<file path="src/rtl/frame_readout_scheduler_pkg.sv">
// frame_readout_scheduler_pkg: shared state encoding and constants for the frame readout scheduler
package frame_readout_scheduler_pkg;

    typedef enum logic [2:0] {
        IDLE,
        HDR0,
        HDR1,
        FETCH,
        WAIT_DATA,
        PRESENT,
        DONE
    } state_t;

    localparam logic [7:0] HDR_SYNC               = 8'hA5;
    localparam int         DEFAULT_TIMEOUT_CYCLES = 1024;

endpackage

</file>
<file path="src/rtl/frame_readout_scheduler_starvation.sv">
// starvation_timer: loadable down-counter that pulses expire on the CYCLES-th consecutive enabled cycle
//   CLK    in  system clock
//   RESET  in  asynchronous active-high reset
//   clr    in  reload the counter with CYCLES
//   en     in  count one starved cycle
//   expire out high in the enabled cycle that uses up the budget
module starvation_timer
    import frame_readout_scheduler_pkg::*;
#(
    parameter int CYCLES = DEFAULT_TIMEOUT_CYCLES
) (
    input  logic CLK,
    input  logic RESET,
    input  logic clr,
    input  logic en,
    output logic expire
);

    localparam int           W    = $clog2(CYCLES + 1);
    localparam logic [W-1:0] INIT = W'(CYCLES);

    logic [W-1:0] cnt;

    assign expire = en && (cnt <= W'(1));

    always_ff @(posedge CLK or posedge RESET) begin
        if (RESET)
            cnt <= INIT;
        else if (clr)
            cnt <= INIT;
        else if (en && cnt != '0)
            cnt <= cnt - W'(1);
    end

endmodule

</file>
<file path="src/rtl/frame_readout_scheduler.sv">
// frame_readout_scheduler: reads one frame of FRAME_LENGTH bytes from the sample store and presents them with valid/ready
//   CLK, RESET           clock, asynchronous active-high reset
//   ENABLE               run enable; low aborts any frame in progress
//   FRAME_LENGTH         payload bytes per frame, latched at frame start
//   FIFO_READY/DATA/RD   store status, read data (1 cycle after FIFO_RD), read strobe
//   OUT_DATA/VALID/READY byte handshake towards the parallel port
//   FRAME_SYNC           high from the first presented byte until the last handshake
//   FRAME_DONE/ABORT     1-cycle completion / abort pulses
//   FRAME_CNT            completed frames, wraps at 255
// Build option: define FRAME_HEADER_EN to prefix each frame with 0xA5 and FRAME_CNT.
module frame_readout_scheduler
    import frame_readout_scheduler_pkg::*;
#(
    parameter int TIMEOUT_CYCLES = DEFAULT_TIMEOUT_CYCLES,
    parameter int LEN_W          = 16
) (
    input  logic             CLK,
    input  logic             RESET,
    input  logic             ENABLE,
    input  logic [LEN_W-1:0] FRAME_LENGTH,
    input  logic             FIFO_READY,
    input  logic [7:0]       FIFO_DATA,
    output logic             FIFO_RD,
    output logic [7:0]       OUT_DATA,
    output logic             OUT_VALID,
    input  logic             OUT_READY,
    output logic             FRAME_SYNC,
    output logic             FRAME_DONE,
    output logic             FRAME_ABORT,
    output logic [7:0]       FRAME_CNT
);

`ifdef FRAME_HEADER_EN
    localparam state_t FIRST = HDR0;
`else
    localparam state_t FIRST = FETCH;
`endif

    state_t           state, state_n;
    logic [LEN_W-1:0] remaining;
    logic             hs, last, start, drop, starve, expire, timeout;

    assign hs      = OUT_VALID & OUT_READY;
    assign last    = (remaining == LEN_W'(1));
    assign start   = ENABLE & FIFO_READY & (FRAME_LENGTH != '0);
    // DONE is excluded: the frame has already completed its last handshake
    assign drop    = ~ENABLE & (state != IDLE) & (state != DONE);
    assign starve  = (state == FETCH) & ENABLE & ~FIFO_READY;
    assign timeout = starve & expire;

    starvation_timer #(
        .CYCLES(TIMEOUT_CYCLES)
    ) u_timer (
        .CLK   (CLK),
        .RESET (RESET),
        .clr   (state != FETCH),
        .en    (starve),
        .expire(expire)
    );

    always_ff @(posedge CLK or posedge RESET) begin
        if (RESET)
            state <= IDLE;
        else
            state <= state_n;
    end

    always_comb begin
        state_n = state;
        FIFO_RD = 1'b0;
        case (state)
            IDLE:      if (start) state_n = FIRST;
`ifdef FRAME_HEADER_EN
            HDR0:      if (hs) state_n = HDR1;
            HDR1:      if (hs) state_n = FETCH;
`endif
            FETCH: begin
                FIFO_RD = ENABLE & FIFO_READY;
                if (FIFO_READY)
                    state_n = WAIT_DATA;
                else if (expire)
                    state_n = IDLE;
            end
            WAIT_DATA: state_n = PRESENT;
            PRESENT:   if (hs) state_n = last ? DONE : FETCH;
            DONE:      state_n = IDLE;
            default:   state_n = IDLE;
        endcase
        if (drop)
            state_n = IDLE;
    end

    always_ff @(posedge CLK or posedge RESET) begin
        if (RESET) begin
            remaining   <= '0;
            OUT_DATA    <= '0;
            OUT_VALID   <= 1'b0;
            FRAME_SYNC  <= 1'b0;
            FRAME_DONE  <= 1'b0;
            FRAME_ABORT <= 1'b0;
            FRAME_CNT   <= '0;
        end else begin
            FRAME_DONE  <= (state == PRESENT) & hs & last & ENABLE;
            FRAME_ABORT <= drop | timeout;
            if (state == DONE)
                FRAME_CNT <= FRAME_CNT + 8'd1;
            if (state == IDLE && start)
                remaining <= FRAME_LENGTH;
            else if (state == PRESENT && hs && ENABLE)
                remaining <= remaining - LEN_W'(1);
            if (drop || timeout) begin
                OUT_VALID  <= 1'b0;
                FRAME_SYNC <= 1'b0;
            end else begin
                case (state)
`ifdef FRAME_HEADER_EN
                    IDLE: if (start) begin
                        OUT_DATA   <= HDR_SYNC;
                        OUT_VALID  <= 1'b1;
                        FRAME_SYNC <= 1'b1;
                    end
                    HDR0: if (hs) OUT_DATA <= FRAME_CNT;
                    HDR1: if (hs) OUT_VALID <= 1'b0;
`endif
                    WAIT_DATA: begin
                        OUT_DATA   <= FIFO_DATA;
                        OUT_VALID  <= 1'b1;
                        FRAME_SYNC <= 1'b1;
                    end
                    PRESENT: if (hs) begin
                        OUT_VALID <= 1'b0;
                        if (last)
                            FRAME_SYNC <= 1'b0;
                    end
                    default: ;
                endcase
            end
        end
    end

endmodule

</file>
<file path="config.mk">
export PLATFORM = sky130hd
export DESIGN_NAME = frame_readout_scheduler
export DESIGN_NICKNAME = d
export VERILOG_FILES = /design/src/rtl/frame_readout_scheduler_pkg.sv /design/src/rtl/frame_readout_scheduler_starvation.sv /design/src/rtl/frame_readout_scheduler.sv
export SDC_FILE = /design/constraint.sdc
export NUM_CORES = 1
export LEC_CHECK = 0
export BUFFER_PORTS_ARGS = -buffer_cell sky130_fd_sc_hd__buf_2
export CAP_MARGIN = 20
export CORE_MARGIN = 4
export CORE_UTILIZATION = 55
export CTS_CLUSTER_DIAMETER = 200
export DETAILED_ROUTE_END_ITERATION = 8
export GPL_TIMING_DRIVEN = 0
export PLACE_DENSITY = 0.77
export SKIP_CTS_REPAIR_TIMING = 1
export SYNTH_ARGS = -nofsm -noshare
export SYNTH_HDL_FRONTEND = slang
export SYNTH_SLANG_ARGS = --single-unit
export TNS_END_PERCENT = 100
</file>
<file path="constraint.sdc">
create_clock -name CLK -period 2.3 [get_ports CLK]
set_input_delay 0.115 -clock CLK [delete_from_list [all_inputs] [get_ports CLK]]
set_output_delay 0.115 -clock CLK [all_outputs]
set_load 0.01 [all_outputs]
</file>
==> results of run 1 <==
==> critical path: cells and delay by family, from the launching register on <==
family / cells / cell delay (ns)
compound gates: 1 / 0.18
simple gates: 3 / 1.11
flops: 1 / 0.44
xor+xnor: 1 / 0.17
buf+inv: 1 / 0.22
==> layer usage <==
layer,routed length [um],global-route usage [%],vias up
met4,72,6.88,0
met3,312,5.08,5
li1,-,-,1073
met1,2690,28.9,1046
met2,2700,31.0,61
met5,0,0,-
==> path summary, 6_finish.rpt <==
| check | start | to | slack (ns) | cells past startpoint |
|---|---|---|---|---|
| worst max-delay path | state[1] | remaining[5] | 0.11 | 6 |
| worst min-delay path | FRAME_LENGTH[11] | remaining[11] | 0.03 | 3 |
| worst max register to register | state[1] | remaining[5] | 0.11 | 6 |
| worst min register to register | FRAME_CNT[7] | FRAME_CNT[7] | 0.47 | 1 |
| max in group asynchronous | RESET | state[2] | 1.39 | 4 |
| min in group asynchronous | RESET | FRAME_CNT[7] | 0.38 | 3 |
==> power by group <==
part / leakage, nW / internal [mW] / switching, mW
Combinational: 0.669 / 0.362 / 0.428
Sequential: 0.657 / 1.11 / 0.243
Clock: 0.0585 / 0.355 / 0.283
==> flip-flops by register name, summed over array words and instances (netlist names) <==
name / flops
u_timer.cnt: 11
FRAME_CNT: 8
FRAME_SYNC: 1
FRAME_ABORT: 1
OUT_VALID: 1
FRAME_DONE: 1
remaining: 16
OUT_DATA: 8
state: 3
==> metrics by stage <==
step	cells	utilization, %	instance area, um2	setup TNS [ns]
6_report	370	69.1	3070	0
5_1_grt	370	69.1	3070	-0.0477
4_1_cts	369	68.4	3040	0
3_5_place_dp	361	65.7	2920	0
3_3_place_gp	360	65.3	2900	0
2_1_floorplan	259	-	2590	0
==> layout by cell type (no fill, tap or decap), drive strengths merged, types with 8 or more instances in the layout <==
cell	Yosys	final
buf	0	50
dfrtp	49	49
nand2	31	31
nor2	18	18
xnor2	14	14
o21ai	12	12
clkbuf	5	12
nand3	11	11
nor4	10	10
nand4	9	9
mux2	9	9
nor3	8	8
a21oi	8	8
inv	8	8
==> logic make-up (layout without fill, tap and decap cells) <==
kind of cell               Yosys count  count (layout)  share of synthesized area, %
xor gates and xnor gates            20              20                          6.76
muxes                                9               9                          3.91
and+or+nand+nor                    113             113                          23.3
adders and majority gates            6               6                          2.90
DFF                                 50              50                          48.3
AOI/OAI and AO/OA                   48              48                          12.9
buffers and inverters               13              72                          1.88
==> final cells by class <==
class,count,area share [%]
clock buffers,7,2.81
well taps,52,2.12
flip-flops and latches,50,40.8
plain buffers,5,0.611
clock inverters,1,0.977
inverters,8,0.977
repair buffers,51,8.96
multi-input cells,196,42.8
==> impl_metrics.yaml, run 1 <==
yosys:
  synthArstFlopShare_pct: 100
  synthMostInstantiatedCell: "dfrtp_1"
  synth_commonest_cells: "49 x dfrtp_1, 31 x nand2_1, 18 x nor2_1"
  synth_cell_types: 44
  syn-num-nets: 294
  synth_top_area_share_pct: 47.3
  ys_seq_area_share_pct: 48.3
  synth_seq_cells: 50
  synthCells: 259
  yosysTopAreaCell: "dfrtp_1"
  synth.top_cells.by_area: "dfrtp_1 47%, xnor2_1 4.7%, nand2_1 4.5%, mux2_2 3.9%, ha_1 2.9%"
  synth_edf_count: 0
  synth_area_mm2: 0.00259
  syn_avg_cell_area_um2: 10.0
  ys.warnings.count: 0
  synth_flop_cell: "dfrtp_1"
route:
  drt_iter0_drc: 153
  post_drt_wl_per_cell_um: 15.6
  vias: 2185
  first_pass_iters: 4
  viasPerCell: 5.91
  routed_wl_mm: 5.77
  drc: 0
  ant_nets: 0
pwr:
  leakagePower_nw: 1.39
  power_mw: 2.78
  power_density_mw_per_mm2: 905
  peakVddDrop_v: 0.000448
global_routing:
  grt-ovfl-total: 0
  grt_pass1_vias: 2089
  grt_max_degree: 29
  grt_pass1_wl_mm: 9.82
  antenna_found_initial: 0
  grt_usage_pct: 20.5
layout:
  layout-drive-gt1-share_pct: 25.5
  nets: 352
  multi_input_comb_area_mm2: 0.00131
  insertedDiodeCount: 0
  n_fill_cell: 349
  areaGrowthSynthToFinish_pct: 18.6
  seqCellArea_mm2: 0.00125
worst_setup_path:
  start_kind: "flip-flop"
  crit_chain: "and4b_1 -> clkbuf_1 -> nand4b_1 -> or4_1 -> xor2_1 -> o21ai_0"
  crit_required_ns: 2.52
  slowest_stage: "or4_1"
  crit_type: "flip-flop to flip-flop"
  path_max_fanout: 7
  end_kind: "flip-flop"
  slowest_delay_ns: 0.52
  cp.arrival_ns: 2.41
die:
  ioPinCount: 50
  die_w_um: 76.6
  floorplan.die.height_um: 76.6
  row_count: 24
  core_area_mm2: 0.00444
  fp.dieArea_mm2: 0.00587
  start_util_pct: 58.3
place:
  dpl.hpwl_mm: 4.23
  portBuffers: 49
  place_ws_ns: 0.166
  gp_congestion: 0.843
timing:
  max_slew.worst_pin.slew_ns: 0.745
  setup_viol: 0
  period_share_pct: 95.4
  period_needed_ns: 2.19
  slew_headroom_pct: 50.1
  layout_setup_ws_ns: 0.106
  worst_clock_skew_ns: 0.00705
  hold_viol_final: 0
  fmax_mhz: 456
  slew_viol_final: 0
  whs_ns: 0.0311
cts:
  cts_tree: "built"
  htree_levels: 2
  cts_sinks: 50
  path_clk_slew_ns: 0.09
  cts_max_path_buffers: 2
  clock_latency_ns: 0.30
  clock-root-buffer: "clkbuf_8"
  cts_buffers: 5
min_path:
  hold_path.class: "input pin to flip-flop"
flow_run:
  maxCapViolations: 0
outcome:
  status: "complete, no violations"
Note: power is estimated with default switching activity, not from simulation.
==> run 2, diff against run 1 <==
--- a/config.mk
+++ b/config.mk
@@ -5,14 +5,15 @@
 export SDC_FILE = /design/constraint.sdc
 export NUM_CORES = 1
 export LEC_CHECK = 0
+export ABC_AREA = 1
 export BUFFER_PORTS_ARGS = -buffer_cell sky130_fd_sc_hd__buf_2
 export CAP_MARGIN = 20
 export CORE_MARGIN = 4
-export CORE_UTILIZATION = 55
+export CORE_UTILIZATION = 56
 export CTS_CLUSTER_DIAMETER = 200
 export DETAILED_ROUTE_END_ITERATION = 8
 export GPL_TIMING_DRIVEN = 0
-export PLACE_DENSITY = 0.77
+export PLACE_DENSITY = 0.78
 export SKIP_CTS_REPAIR_TIMING = 1
 export SYNTH_ARGS = -nofsm -noshare
 export SYNTH_HDL_FRONTEND = slang
==> impl_metrics.yaml, run 2 <==
worst_setup_path:
  reg2reg_from: "u_timer.cnt[0]"
  cp.arrival_ns: 1.95
  crit_required_ns: 2.48
  worstReg2RegEnd: "u_timer.cnt[0]"
  end_kind: "flip-flop"
  rr_worst_depth: 10
  ff2ff_setup_slack_ns: 0.54
  path_max_fanout: 10
  crit_type: "flip-flop to flip-flop"
  start_kind: "flip-flop"
timing:
  rsz0062_at_grt: "false"
  slew_headroom_pct: 79.0
  fmax_mhz: 567
  hold_viol_final: 0
  worst_clock_skew_ns: 0.00819
  setup_viol: 0
  slew_viol_final: 0
  setup_tns_ns: 0
  max_slew.worst_pin.slew_ns: 0.315
  whs_ns: 0.0306
  period_needed_ns: 1.76
  period_share_pct: 76.7
global_routing:
  grt_pass1_wl_mm: 10.7
  grt-ovfl-total: 0
  grt_usage_pct: 20.8
  antenna_found_initial: 0
  grt_max_degree: 39
  grt_pass1_vias: 2502
layout:
  regMostFlops: "remaining"
  largest_reg_flops: 16
  nets: 491
  areaGrowthSynthToFinish_pct: 15.4
  final_common_cell: "nand2_1"
  reg_top3: "remaining: 16 flops, u_timer.cnt: 11 flops"
  layout-drive-gt1-share_pct: 17.1
  most-common-layout-cells: "117 x nand2_1, 61 x nor2_1, 50 x buf_2, 49 x dfrtp_1, 44 x inv_1"
  n_fill_cell: 472
  insertedDiodeCount: 0
flow_run:
  maxCapViolations: 0
yosys:
  syn_avg_cell_area_um2: 7.35
  synth_fa_ha_area_share_pct: 2.57
  muxShareOfSynthArea_pct: 0.385
  ys_seq_area_share_pct: 42.8
  synth_top_area_share_pct: 41.9
  synth_edf_count: 0
  synth.top_cells.by_area: "dfrtp_1 42%, nand2_1 15%, nor2_1 7.8%, nand3_1 7.2%, inv_1 5.8%"
  yosysTopAreaCell: "dfrtp_1"
  synthSimpleGateAreaFrac_pct: 35.1
  ys.warnings.count: 0
  synth_flop_cell: "dfrtp_1"
  synth_cell_types: 30
  syn-num-nets: 433
  synth_top_family_by_area: "simple AND/OR/NAND/NOR gates"
  synth_area_mm2: 0.00292
  synth_commonest_cells: "117 x nand2_1, 61 x nor2_1, 49 x dfrtp_1"
  synth_xor_area_share_pct: 5.69
  synthMostInstantiatedCell: "nand2_1"
  synth_seq_cells: 50
  synth_compound_area_share_pct: 5.69
  synthArstFlopShare_pct: 100
  synthCells: 398
pwr:
  peakVddDrop_v: 0.000527
  p_int_mw: 1.77
  power_density_mw_per_mm2: 885
  p_clk_share_pct: 17.1
  leakagePower_nw: 1.87
  p_sw_share_pct: 40.7
  comb_power_share_pct: 37.8
  seq_power_share_pct: 45.1
  power_switching_mw: 1.22
place:
  portBuffers: 49
  dpl.hpwl_mm: 4.82
  gp_congestion: 0.882
cts:
  cts_tree: "built"
  cts_buffers: 5
  path_clk_slew_ns: 0.09
  cts_sinks: 50
  clock-root-buffer: "clkbuf_8"
  htree_levels: 2
  cts_max_path_buffers: 2
  clock_latency_ns: 0.30
route:
  first_pass_iters: 4
  drc: 0
  viasPerCell: 5.01
  post_drt_wl_per_cell_um: 11.8
  ant_nets: 0
  routed_wl_mm: 6.22
  vias: 2640
  drt_iter0_drc: 153
min_path:
  hold_path_startpoint: "FRAME_LENGTH[11]"
  hold_end: "remaining[11]"
  hold_path.class: "input pin to flip-flop"
  holdPathStages: 3
die:
  start_util_pct: 57.6
  fp.dieArea_mm2: 0.00644
  row_count: 26
  floorplan.die.height_um: 80.3
  ioPinCount: 50
  die_w_um: 80.3
  core_area_mm2: 0.00507
outcome:
  status: "complete, no violations"
[run 2: cell count changes after synthesis, sizes merged, moves of 8 or more]
cell	delta
nor4	-10
xnor2	-9
nand2	+88
o21ai	+8
nor2	+45
nand3	+34
inv	+41
xor2	+8
mux2	-8
[run 2: worst max-delay path, stage by stage (launching register included)]
cell     delay, ns
dfrtp_1       0.42
inv_1         0.20
ha_1          0.18
nand2_1       0.05
nor2_1        0.09
nand2_1       0.07
nand2_1       0.15
nand2_1       0.14
buf_4         0.20
nand3_1       0.06
o21ai_0       0.07
[run 2: worst max-delay path by stage]
stage | endpoint | cells past startpoint | startpoint | slack (ns)
2_1_floorplan | u_timer.cnt[0] | 10 | u_timer.cnt[0] | 0.79
3_3_place_gp | OUT_DATA[6] | 2 | RESET | 0.29
4_1_cts | u_timer.cnt[7] | 9 | u_timer.cnt[0] | 0.54
5_1_grt | u_timer.cnt[0] | 10 | u_timer.cnt[0] | 0.31
3_5_place_dp | u_timer.cnt[0] | 10 | u_timer.cnt[0] | 0.56
6_report | u_timer.cnt[0] | 10 | u_timer.cnt[0] | 0.54
[run 2: cell type report]
| type | instances | area (um2) | share of cell area [%] |
|---|---|---|---|
| Tap cell | 70 | 87.6 | 2.60 |
| Clock inverter | 2 | 13.8 | 0.408 |
| Sequential cell | 50 | 1250 | 37.1 |
| Multi-Input combinational cell | 294 | 1450 | 42.8 |
| Clock buffer | 6 | 72.6 | 2.15 |
| Timing Repair Buffer | 51 | 275 | 8.16 |
| Inverter | 49 | 184 | 5.45 |
| Buffer | 5 | 42.5 | 1.26 |
[run 2: per-stage QoR]
step	total power, mW	util [%]	setup WS [ns]	cell area [um2]	instances
3_5_place_dp	2.49	64.6	0.561	3280	518
4_1_cts	3.00	66.3	0.540	3360	526
3_3_place_gp	2.44	64.2	0.285	3260	517
2_1_floorplan	2.18	-	0.795	2920	398
6_report	2.99	66.5	0.537	3370	527
5_1_grt	3.27	66.5	0.315	3370	527
[run 2: logic make-up (layout without fill, tap and decap cells)]
logic type / Yosys count / count (layout)
simple gates: 238 / 238
buf+inv: 54 / 113
flops: 50 / 50
compound gates: 30 / 30
xor+xnor: 19 / 19
fa+ha+maj: 6 / 6
mux: 1 / 1
[run 2: power by group through the flow]
stage / registers [mW] / logic (mW) / clock network [mW]
final: 1.35 / 1.13 / 0.510
after global routing: 1.39 / 1.32 / 0.562
after CTS: 1.34 / 1.13 / 0.527
after floorplan: 1.35 / 0.830 / 0
after detailed placement: 1.36 / 1.13 / 0
after global placement: 1.35 / 1.09 / 0
[run 2: metal layers]
metal	track usage, %	wire [um]
met5	0	0
met4	7.43	70
met3	3.03	243
met2	35.0	3140
met1	27.2	2770
